[config.mk]
export PLATFORM = sky130hd
export DESIGN_NAME = fetch_unit_flat
export DESIGN_NICKNAME = d
export VERILOG_FILES = /design/src/rtl/fetch_unit_pkg.sv /design/src/rtl/fetch_unit_if.sv /design/src/rtl/fetch_wait_timer.sv /design/src/rtl/fetch_unit.sv /design/src/flat_wrapper.sv
export SDC_FILE = /design/constraint.sdc
export NUM_CORES = 1
export LEC_CHECK = 0
export CAP_MARGIN = 20
export CORE_UTILIZATION = 42
export CTS_BUF_LIST = sky130_fd_sc_hd__clkbuf_4 sky130_fd_sc_hd__clkbuf_8
export CTS_CLUSTER_SIZE = 25
export DETAILED_ROUTE_END_ITERATION = 8
export GPL_TIMING_DRIVEN = 0
export PLACE_DENSITY = 0.82
export SYNTH_ARGS = -nofsm -noshare
export SYNTH_HDL_FRONTEND = slang
export SYNTH_SLANG_ARGS = --single-unit
export TNS_END_PERCENT = 50
[constraint.sdc]
create_clock -name clk -period 1.7 [get_ports clk]
set_input_delay 0.17 -clock clk [delete_from_list [all_inputs] [get_ports clk]]
set_output_delay 0.17 -clock clk [all_outputs]
set_load 0.02 [all_outputs]
[src/rtl/fetch_unit_pkg.sv]
// Shared types for the instruction-fetch slice: state encoding, default sizing
// and instruction field helpers used by the fetch unit and its consumers.
package fetch_unit_pkg;

  localparam int DEF_DATA_W   = 16;
  localparam int DEF_WAIT_W   = 4;
  localparam int DEF_MAX_WAIT = 15;

  typedef enum logic [2:0] {
    IDLE = 3'd0,
    REQ  = 3'd1,
    WAIT = 3'd2,
    EXEC = 3'd3,
    ERR  = 3'd4
  } fetch_state_t;

  typedef struct packed {
    logic [3:0] opcode;
    logic [3:0] rdest;
    logic [3:0] ext;
    logic [3:0] rsrc;
  } instr_fields_t;

  function automatic instr_fields_t decode_fields(input logic [15:0] instr);
    instr_fields_t f;
    f.opcode = instr[15:12];
    f.rdest  = instr[11:8];
    f.ext    = instr[7:4];
    f.rsrc   = instr[3:0];
    return f;
  endfunction

  function automatic logic [7:0] disp_of(input logic [15:0] instr);
    return instr[7:0];
  endfunction

endpackage

[src/rtl/fetch_unit_if.sv]
// Bus between the fetch unit and its environment (pc block, instruction memory,
// controller). The fetch unit takes the slave side.
interface fetch_unit_if #(parameter int DATA_W = 16);

  logic [DATA_W-1:0] pc;
  logic              stall;
  logic              flush;
  logic              exec_done;
  logic              mem_rdy;
  logic [DATA_W-1:0] mem_data;
  logic              mem_rd;
  logic [DATA_W-1:0] mem_addr;
  logic [DATA_W-1:0] ir;
  logic              ir_valid;
  logic [7:0]        disp;
  logic              pcEn;
  logic              fetch_err;

  modport master (
    output pc, stall, flush, exec_done, mem_rdy, mem_data,
    input  mem_rd, mem_addr, ir, ir_valid, disp, pcEn, fetch_err
  );

  modport slave (
    input  pc, stall, flush, exec_done, mem_rdy, mem_data,
    output mem_rd, mem_addr, ir, ir_valid, disp, pcEn, fetch_err
  );

endinterface

[src/rtl/fetch_wait_timer.sv]
// Counts WAIT cycles without mem_rdy; tc flags the cycle whose increment
// reaches MAX_WAIT, so the FSM can leave for ERR on that same edge.
module fetch_wait_timer #(
  parameter int WAIT_W   = 4,
  parameter int MAX_WAIT = 15
) (
  input  logic clk,
  input  logic rst,
  input  logic clr,
  input  logic en,
  output logic tc
);

  logic [WAIT_W-1:0] wait_cnt;

  always_ff @(posedge clk) begin
    if (!rst) begin
      wait_cnt <= '0;
    end else if (clr) begin
      wait_cnt <= '0;
    end else if (en) begin
      wait_cnt <= wait_cnt + WAIT_W'(1);
    end
  end

  assign tc = (wait_cnt == WAIT_W'(MAX_WAIT - 1));

endmodule

[src/rtl/fetch_unit.sv]
// Instruction-fetch stage: requests pc from instruction memory, latches the
// word into ir and pulses pcEn once the controller finishes executing it.
//
// state | meaning
// IDLE  | between instructions; pcEn high in the first cycle after EXEC
// REQ   | one cycle; mem_addr/wait counter load on exit
// WAIT  | mem_rd high, waiting for mem_rdy
// EXEC  | ir_valid high until exec_done
// ERR   | memory timeout, sticky until reset
module fetch_unit
  import fetch_unit_pkg::*;
#(
  parameter int DATA_W   = DEF_DATA_W,
  parameter int WAIT_W   = DEF_WAIT_W,
  parameter int MAX_WAIT = DEF_MAX_WAIT
) (
  input logic         clk,
  input logic         rst,
  fetch_unit_if.slave bus
);

  fetch_state_t      state_q, state_d;
  logic [DATA_W-1:0] ir_q;
  logic [DATA_W-1:0] mem_addr_q;
  logic              ir_valid_q;
  logic              mem_rd_q;
  logic              pc_en_q;
  logic              fetch_err_q;
  logic              ir_load;
  logic              addr_load;
  logic              pc_adv;
  logic              wait_tc;
  logic              wait_en;

  fetch_wait_timer #(
    .WAIT_W  (WAIT_W),
    .MAX_WAIT(MAX_WAIT)
  ) u_timer (
    .clk(clk),
    .rst(rst),
    .clr(state_q == REQ),
    .en (wait_en),
    .tc (wait_tc)
  );

  assign wait_en = (state_q == WAIT) && !bus.mem_rdy && !bus.flush;

  always_comb begin
    state_d   = state_q;
    ir_load   = 1'b0;
    addr_load = 1'b0;
    pc_adv    = 1'b0;
    unique case (state_q)
      IDLE: begin
        if (!bus.stall) state_d = REQ;
      end
      REQ: begin
        addr_load = 1'b1;
        if (!bus.flush) state_d = WAIT;
      end
      WAIT: begin
        // flush beats a same-cycle mem_rdy: the returned word is dropped
        if (bus.flush) begin
          state_d = REQ;
        end else if (bus.mem_rdy) begin
          state_d = EXEC;
          ir_load = 1'b1;
        end else if (wait_tc) begin
          state_d = ERR;
        end
      end
      EXEC: begin
        if (bus.exec_done) begin
          state_d = IDLE;
          pc_adv  = 1'b1;
        end
      end
      ERR: begin
        state_d = ERR;
      end
      default: begin
        state_d = IDLE;
      end
    endcase
  end

  always_ff @(posedge clk) begin
    if (!rst) begin
      state_q     <= IDLE;
      ir_q        <= '0;
      ir_valid_q  <= 1'b0;
      mem_rd_q    <= 1'b0;
      mem_addr_q  <= '0;
      pc_en_q     <= 1'b0;
      fetch_err_q <= 1'b0;
    end else begin
      state_q     <= state_d;
      mem_rd_q    <= (state_d == WAIT);
      ir_valid_q  <= (state_d == EXEC);
      fetch_err_q <= fetch_err_q | (state_d == ERR);
      pc_en_q     <= pc_adv;
      if (addr_load) mem_addr_q <= bus.pc;
      if (ir_load)   ir_q       <= bus.mem_data;
    end
  end

  assign bus.mem_rd    = mem_rd_q;
  assign bus.mem_addr  = mem_addr_q;
  assign bus.ir        = ir_q;
  assign bus.ir_valid  = ir_valid_q;
  assign bus.disp      = disp_of(ir_q[15:0]);
  assign bus.pcEn      = pc_en_q;
  assign bus.fetch_err = fetch_err_q;

endmodule

[src/flat_wrapper.sv]
// flat-port wrapper written by rule: the top's interface ports become plain ports
module fetch_unit_flat import fetch_unit_pkg::*;
#(
  parameter int DATA_W   = DEF_DATA_W,
  parameter int WAIT_W   = DEF_WAIT_W,
  parameter int MAX_WAIT = DEF_MAX_WAIT
)
  (clk, rst, bus_pc, bus_stall, bus_flush, bus_exec_done, bus_mem_rdy, bus_mem_data, bus_mem_rd, bus_mem_addr, bus_ir, bus_ir_valid, bus_disp, bus_pcEn, bus_fetch_err);
  fetch_unit_if #(.DATA_W(DATA_W)) bus_i ();
  input logic clk;
  input logic rst;
  input wire logic [$bits(bus_i.pc)-1:0] bus_pc;
  input wire logic [$bits(bus_i.stall)-1:0] bus_stall;
  input wire logic [$bits(bus_i.flush)-1:0] bus_flush;
  input wire logic [$bits(bus_i.exec_done)-1:0] bus_exec_done;
  input wire logic [$bits(bus_i.mem_rdy)-1:0] bus_mem_rdy;
  input wire logic [$bits(bus_i.mem_data)-1:0] bus_mem_data;
  output wire logic [$bits(bus_i.mem_rd)-1:0] bus_mem_rd;
  output wire logic [$bits(bus_i.mem_addr)-1:0] bus_mem_addr;
  output wire logic [$bits(bus_i.ir)-1:0] bus_ir;
  output wire logic [$bits(bus_i.ir_valid)-1:0] bus_ir_valid;
  output wire logic [$bits(bus_i.disp)-1:0] bus_disp;
  output wire logic [$bits(bus_i.pcEn)-1:0] bus_pcEn;
  output wire logic [$bits(bus_i.fetch_err)-1:0] bus_fetch_err;
  assign bus_i.pc = bus_pc;
  assign bus_i.stall = bus_stall;
  assign bus_i.flush = bus_flush;
  assign bus_i.exec_done = bus_exec_done;
  assign bus_i.mem_rdy = bus_mem_rdy;
  assign bus_i.mem_data = bus_mem_data;
  assign bus_mem_rd = bus_i.mem_rd;
  assign bus_mem_addr = bus_i.mem_addr;
  assign bus_ir = bus_i.ir;
  assign bus_ir_valid = bus_i.ir_valid;
  assign bus_disp = bus_i.disp;
  assign bus_pcEn = bus_i.pcEn;
  assign bus_fetch_err = bus_i.fetch_err;
  fetch_unit #(.DATA_W(DATA_W), .WAIT_W(WAIT_W), .MAX_WAIT(MAX_WAIT)) u_core (.clk(clk), .rst(rst), .bus(bus_i));
endmodule
* Word-level counts from Yosys, hierarchy flattened
Index checks and enable logic that the tools add are counted.
** Storage, ports and cells
- Input port bits :: 38
- Register bits after elaboration :: 43
- Output and inout bits :: 44
- Logic and storage cells :: 38
** Cells by class
- Bitwise operators :: 2
- Multiplexer cells :: 12
- Reductions and logical operators :: 7
- $add $sub $neg :: 1
- Eq/ne operators :: 8
** Operators by type and width (count)
- $mux W3 :: 6
- $pmux W3 S5 :: 1
- $eq A3 B2 Y1 const B :: 4
- $eq A3 B3 Y1 const B :: 2
- $mux W1 :: 5
- $add A4 B1 Y4 const B :: 1
- $eq A4 B4 Y1 const B :: 1
- $eq A3 B1 Y1 const B :: 1
- $logic_not A3 Y1 :: 1
- $logic_and A1 B1 Y1 :: 2
- $logic_not A1 Y1 :: 2
- $reduce_and A2 Y1 :: 1
- $reduce_or A2 Y1 :: 1
- $not A1 Y1 :: 1
- $or A1 B1 Y1 :: 1

* Longest topological paths before layout
Gate-level depths: netlist of run 1.
- Word-level depth :: 7
- Gate-level depth with buffers :: 7
- Depth with buffers taken out :: 6

* By module
From an unflattened synthesis of run 1, not the netlist that was laid out.
** Unflattened totals
- Cells, all modules :: 202
- Area, all modules :: 1829.3 um^2
** By module, submodules not included
- fetch_unit :: sequential area each 780.7 um^2, cells each 182, area an instance 1629.1 um^2, instances 1
- fetch_wait_timer :: sequential area each 80.1 um^2, cells each 20, area an instance 200.2 um^2, instances 1

* Worst setup path before layout of run 1
No wires, ideal clock.
- Path kind :: flip-flop to flip-flop
- Start point :: register u_core.state_q[1]
- End point :: register u_core.u_timer.wait_cnt[2]
- Slack :: 0.288 ns
- Setup time :: 0.115 ns
- Period minus slack after synthesis :: 1.412 ns
- Stages on the path, launching flop included :: 6
- Path buffers :: 1
- Arrival :: 1.297 ns
- Data required time :: 1.585 ns
- Cell sequence :: dfxtp_1 buf_4 or4b_4 nor3b_2 xnor2_1 nor2_2
** Between the ends
- Word-level cells in the longest chain between the ends :: 3
- Elaborated cells between the ends (all ways) :: 5
- Classes of those cells :: 2 x eq/ne; 3 x reduce/logical
** RTL lines
- start: declaration :: RTL line fetch_unit.sv:22 : fetch_state_t state_q, state_d;
- start signal: assignment :: RTL line fetch_unit.sv:97 : state_q <= state_d;
- $eq A3 B2 Y1 :: RTL line fetch_unit.sv:46 : assign wait_en = (state_q == WAIT) && !bus.mem_rdy && !bus.flush;
- $logic_and A1 B1 Y1 (2 in series) :: RTL line fetch_unit.sv:46
- end signal: assignment :: RTL line fetch_wait_timer.sv:22 : wait_cnt <= wait_cnt + WAIT_W'(1);
- end: declaration :: RTL line fetch_wait_timer.sv:14 : logic [WAIT_W-1:0] wait_cnt;
Several ways; a longest one is shown, not always the timed one.
A chain may end at the register's enable or synchronous reset.

* Final worst setup path of run 1
- Start point :: register u_core.ir_q[0], in the netlist u_core.bus.ir[0]
- End point :: output port bus_ir[0]
** RTL lines
- start: declaration :: RTL line fetch_unit.sv:23 : logic [DATA_W-1:0] ir_q;
- start signal: assignment :: RTL line fetch_unit.sv:103 : if (ir_load) ir_q <= bus.mem_data;
- end: declaration :: RTL line flat_wrapper.sv:20 : output wire logic [$bits(bus_i.ir)-1:0] bus_ir;
No word-level cell between the ends.

==> impl_metrics.json, run 1 <==
{
  "status": "finished clean",
  "path_cells": "buf_4 -> clkdlybuf4s50_1",
  "gp_congestion": 0.834,
  "grt_max_degree": 14,
  "final_cell_area_mm2": 0.00272,
  "grt_pass1_wl_um": 6420,
  "coreArea_mm2": 0.00400,
  "grt-ovfl-total": 0,
  "p_total_mw": 2.03,
  "synth_top_area_share_pct": 48.9,
  "ys_ff_latch": 43,
  "hold_end": "u_core.bus.mem_addr[3]",
  "drv_cap": 0,
  "dpl_cell_area_mm2": 0.00262,
  "startpoint_type": "register",
  "rsz0062_at_grt": "no",
  "post_cts_buffers": 0,
  "synth_top_area_cell": "dfxtp_1",
  "clock_skew_ns": 0.00815,
  "met2_usage_pct": 33.2,
  "worst-r2r-setup-slack_ns": 0.16,
  "avgSynthCellArea_um2": 8.63,
  "hold_class": "input port to register",
  "tns_ns": 0,
  "crit_arrival_ns": 1.40,
  "diodes": 0,
  "grt_usage_pct": 19.4,
  "worst-path-buf-inv": 2,
  "vias": 1614,
  "io_pins": 82,
  "crit_required_ns": 1.53,
  "ir_drop_uv": 637,
  "synthCells": 204,
  "timing.rr.end": "u_core.bus.mem_addr[15]",
  "dr.pass1.iters": 4,
  "use_met3_pct": 7.02,
  "cp_top_family": "buffers and inverters",
  "die_x_um": 66.7,
  "start_util_pct": 44.0,
  "netlist_top_cells_area": "dfxtp_1, nand2_1, a21boi_0",
  "syn_nets": 244,
  "mostFrequentLayoutCells": "clkdlybuf4s50_1, nand2_1, dfxtp_1",
  "top_usage_layer": "met2",
  "routed_wirelength_um": 4070,
  "max_stage_delay_ns": 0.59,
  "period_minus_slack_ns": 1.57,
  "drive_above_1_share_pct": 9.59,
  "worstHoldStart": "rst",
  "r2r-start": "u_core.state_q[1]",
  "ff2ff_path_depth": 6,
  "rows": 23,
  "multiInputGateArea_um2": 779,
  "hold_violations": 0,
  "root_buffer": "clkbuf_8",
  "register_area_um2": 861,
  "cp_slowest_cell": "clkdlybuf4s50_1",
  "insertion_delay_ns": 0.29,
  "slew_viol_final": 0,
  "wl_per_cell_um": 11.9,
  "area_growth_pct": 54.2,
  "worst_setup_path_end_kind": "output port",
  "post_drt_via_cell_ratio": 4.72,
  "cts.sinks": 43,
  "cts.reportedPaths.clkPinSlew_ns": 0.08,
  "ctsHtreeMaxLevel": 2,
  "global_route.usage.met1_pct": 22.0,
  "port_buffers": 80,
  "cellPowerDensity_mw_per_mm2": 748,
  "crit_fanout": 3,
  "finalSetupViolCount": 0,
  "yosysSeqAreaShare_pct": 48.9,
  "cts_max_path_buffers": 2,
  "hold_depth": 2,
  "timing.final.crit_share_pct": 92.4,
  "leakagePower_nw": 0.998,
  "path_class": "register to output port",
  "drtAntennaViolNets": 0,
  "synthesis.area_mm2": 0.00176,
  "synth_cell_types": 31,
  "n_fill_cell": 359,
  "cts_tree": "yes",
  "final_common_cell": "clkdlybuf4s50_1",
  "dp_hpwl_um": 3070,
  "cts_made_buffers": 5,
  "drc": 0,
  "drt_iter0_drc": 70,
  "max-slew-margin-rel_pct": 72.4,
  "worst_pin_slew_ns": 0.414,
  "synth_warnings": 0,
  "dieArea_mm2": 0.00445,
  "nets": 331,
  "antenna_found_initial": 0,
  "max_freq_ghz": 0.636,
  "die_h_um": 66.7,
  "first_global_vias": 1438
}
power breakdown:
part	total, mW	leakage (nW)	internal [mW]	switching (mW)
Combinational	0.326	0.604	0.179	0.147
Clock	0.644	0.0446	0.303	0.340
Sequential	1.06	0.349	1.04	0.0202
state kept, by name (all words and copies together) (netlist names):
signal and cells:
u_core.bus.ir_valid 1, u_core.bus.mem_rd 1, u_core.state_q 3, u_core.bus.ir 16, u_core.bus.mem_addr 16, u_core.u_timer.wait_cnt 4
u_core.bus.pcEn 1, u_core.bus.fetch_err 1
layer usage:
metal	vias to the layer above	routed length, um
met5	-	0
met4	0	47
met3	5	354
met2	60	1930
met1	724	1740
li1	825	-
Yosys cell counts:
library cell,count
nor2_2,2
nor2b_1,3
o2bb2ai_1,1
inv_1,3
a21o_1,1
o21ai_1,1
and2_1,1
or3b_1,1
or4b_4,1
nor2_1,9
xnor2_1,3
ha_1,2
nand3_1,3
a31oi_1,1
nor3_2,1
a211oi_1,1
o21a_1,1
nand2_1,65
buf_2,5
a21boi_0,22
and3_1,2
o22ai_1,1
a21boi_1,10
nor3b_1,2
clkbuf_1,5
mux2i_1,2
nand2b_1,1
and2b_1,1
nor3b_2,1
dfxtp_1,43
buf_4,9
through the flow:
step / std cells / hold WS (ns) / util (%) / setup WS (ns)
after floorplan: 204 / 0.296 / - / 0.288
final: 342 / 0.301 / 67.9 / 0.129
after global placement: 334 / 0.439 / 65.6 / -0.0813
after detailed placement: 334 / 0.444 / 65.6 / -0.0737
after global routing: 342 / 0.332 / 67.9 / 0.0319
after CTS: 342 / 0.301 / 67.8 / 0.0776
logic make-up (layout without fill, tap and decap cells):
group,count (synthesis),in the layout,synth area share [%]
compound gates,39,39,16.4
xor+xnor,3,3,1.49
fa+ha+maj,2,2,1.42
buf+inv,22,110,6.96
flops,43,43,48.9
mux,2,2,1.14
simple gates,93,93,23.7
cell type report:
class                   count  area share [%]
plain buffers              19            4.10
clock buffers               6            2.81
clock inverters             2           0.461
inverters                   3           0.415
multi-input cells         139            28.7
flip-flops and latches     43            31.7
well taps                  50            2.30
repair buffers             80            29.5
worst max path at each step:
stage	startpoint	end	slack [ns]	cells past startpoint
floorplan	u_core.state_q[1]	u_core.u_timer.wait_cnt[2]	0.29	5
global placement	bus_flush	u_core.u_timer.wait_cnt[2]	-0.08	5
detailed placement	bus_flush	u_core.u_timer.wait_cnt[1]	-0.07	5
CTS	u_core.state_q[0]	u_core.bus.mem_addr[8]	0.08	5
global route	u_core.state_q[1]	u_core.bus.mem_addr[9]	0.03	6
finish	u_core.bus.ir[0]	bus_ir[0]	0.13	2
timing repair:
action | CTS | global route
gates resized for setup | 0 | 1
hold buffers | 0 | 0
endpoints found under the setup margin | 0 | 10
Power figures use the tool's default switching activity.
==> run 2, diff against run 1 <==
REMOVE_ABC_BUFFERS = 1   (was default)
==> run 2 against run 1 <==
Effect of this change:
- via count fell by 3.8%
- largest cell class is now registers
- global-route usage fell by 1.7 points
- clock-buffer cell count did not move
- sequential cell count did not move
- register-to-register slack got worse by 0.06 ns
- die area did not move
==> impl_metrics.json, run 2 (synthesis gave the netlist of run 1 again) <==
{
  "routed_wirelength_um": 3860,
  "rows": 23,
  "hold_class": "input port to register",
  "cts_tree": "yes",
  "finalSetupViolCount": 0,
  "final_common_cell": "clkdlybuf4s50_1",
  "grt-ovfl-total": 0,
  "cp_slowest_cell": "or4b_4",
  "drive_above_1_share_pct": 6.55,
  "cts.sinks": 43,
  "mostFrequentLayoutCells": "clkdlybuf4s50_1, nand2_1, dfxtp_1",
  "insertion_delay_ns": 0.30,
  "grt_pass1_wl_um": 5870,
  "timing.final.crit_share_pct": 94.2,
  "dp.cells": 316,
  "cts.reportedPaths.clkPinSlew_ns": 0.09,
  "period_minus_slack_ns": 1.60,
  "grt_max_degree": 39,
  "fin_ws_ns": 0.0992,
  "drv_cap": 0,
  "rsz0062_at_grt": "no",
  "nets": 314,
  "drc": 0,
  "die_x_um": 66.7,
  "die_h_um": 66.7,
  "hold_violations": 0,
  "vias": 1552,
  "slew_viol_final": 0,
  "port_buffers": 81,
  "max_stage_delay_ns": 0.55,
  "crit_arrival_ns": 1.79,
  "cts_max_path_buffers": 2,
  "diodes": 0,
  "cts_made_buffers": 5,
  "place_ws_ns": -0.386,
  "status": "finished clean",
  "grt_usage_pct": 17.7,
  "ir_drop_uv": 492,
  "dp_hpwl_um": 2650,
  "path_cells": "or4b_4 -> nor3b_2 -> xnor2_1 -> nor2_2",
  "leakagePower_nw": 0.942,
  "cellPowerDensity_mw_per_mm2": 770,
  "worst-r2r-setup-slack_ns": 0.1,
  "crit_required_ns": 1.89,
  "wl_per_cell_um": 11.9,
  "crit_fanout": 8,
  "root_buffer": "clkbuf_8",
  "max-slew-margin-rel_pct": 74.0,
  "post_drt_via_cell_ratio": 4.78,
  "ctsHtreeMaxLevel": 2,
  "path_class": "register to register",
  "p_total_mw": 2.04,
  "worst-path-buf-inv": 0,
  "antenna_found_initial": 0,
  "post_cts_buffers": 0,
  "startpoint_type": "register",
  "drt_iter0_drc": 95,
  "start_util_pct": 44.0,
  "fin_util_pct": 66.3,
  "max_freq_ghz": 0.625,
  "cts_hold_buffers": 0,
  "area_growth_pct": 50.7,
  "dr.pass1.iters": 4,
  "gp_congestion": 0.743,
  "drtAntennaViolNets": 0,
  "coreArea_mm2": 0.00400,
  "final_cells": 325,
  "dieArea_mm2": 0.00445,
  "first_global_vias": 1342,
  "worst_pin_slew_ns": 0.389,
  "worst_setup_path_end_kind": "register",
  "cp_top_family": "simple AND/OR/NAND/NOR gates",
  "fin_hold_ws_ns": 0.406,
  "clock_skew_ns": 0.0111,
  "io_pins": 82
}
-- run 2: area by class of cell --
cell class	count	area [um^2]
multi-input combinational	139	793
clock inverter	2	12.5
fill	334	1350
clock buffer	6	76.3
tap	50	62.6
inverter	3	11.3
timing repair buffer	82	837
sequential	43	861
-- run 2: layer usage --
metal  GRT usage, %  vias up  share of wire (%)
li1               -      795                  -
met1           21.5      706                 45
met2           28.5       44                 47
met3           4.62        7                6.3
met4           8.78        0                1.8
met5              0        -                  0
-- run 2: report_power, final --
group | internal, mW | switching, mW | total, mW
registers | 1.04 | 0.0236 | 1.07
logic | 0.179 | 0.144 | 0.323
clock network | 0.303 | 0.352 | 0.655
total | 1.52 | 0.520 | 2.04
-- run 2: worst reg2reg max path, cell delays in order (launching register included) --
cell and delay, ns:
dfxtp_1 0.53, or4b_4 0.55, nor3b_2 0.22, xnor2_1 0.15, nor2_2 0.04
-- run 2: path summary, 6_finish.rpt --
check	from	end	depth (start not counted)
max	u_core.state_q[1]	u_core.u_timer.wait_cnt[2]	4
min	bus_mem_data[7]	u_core.bus.ir[7]	3
max reg2reg	u_core.state_q[1]	u_core.u_timer.wait_cnt[2]	4
min reg2reg	u_core.bus.ir[8]	u_core.bus.ir[8]	2
-- run 2: stage by stage --
stage	area, um^2	TNS (ns)
after floorplan	1650	0
after global placement	2520	-3.96
after detailed placement	2520	-4.74
after CTS	2620	0
after global routing	2650	0
final	2650	0
-- run 2: repair_timing --
item / 4_1_cts / 5_1_grt
endpoints found under the hold margin: 0 / 0
setup endpoints to repair: 20 / 17
gates resized for setup: 3 / 3
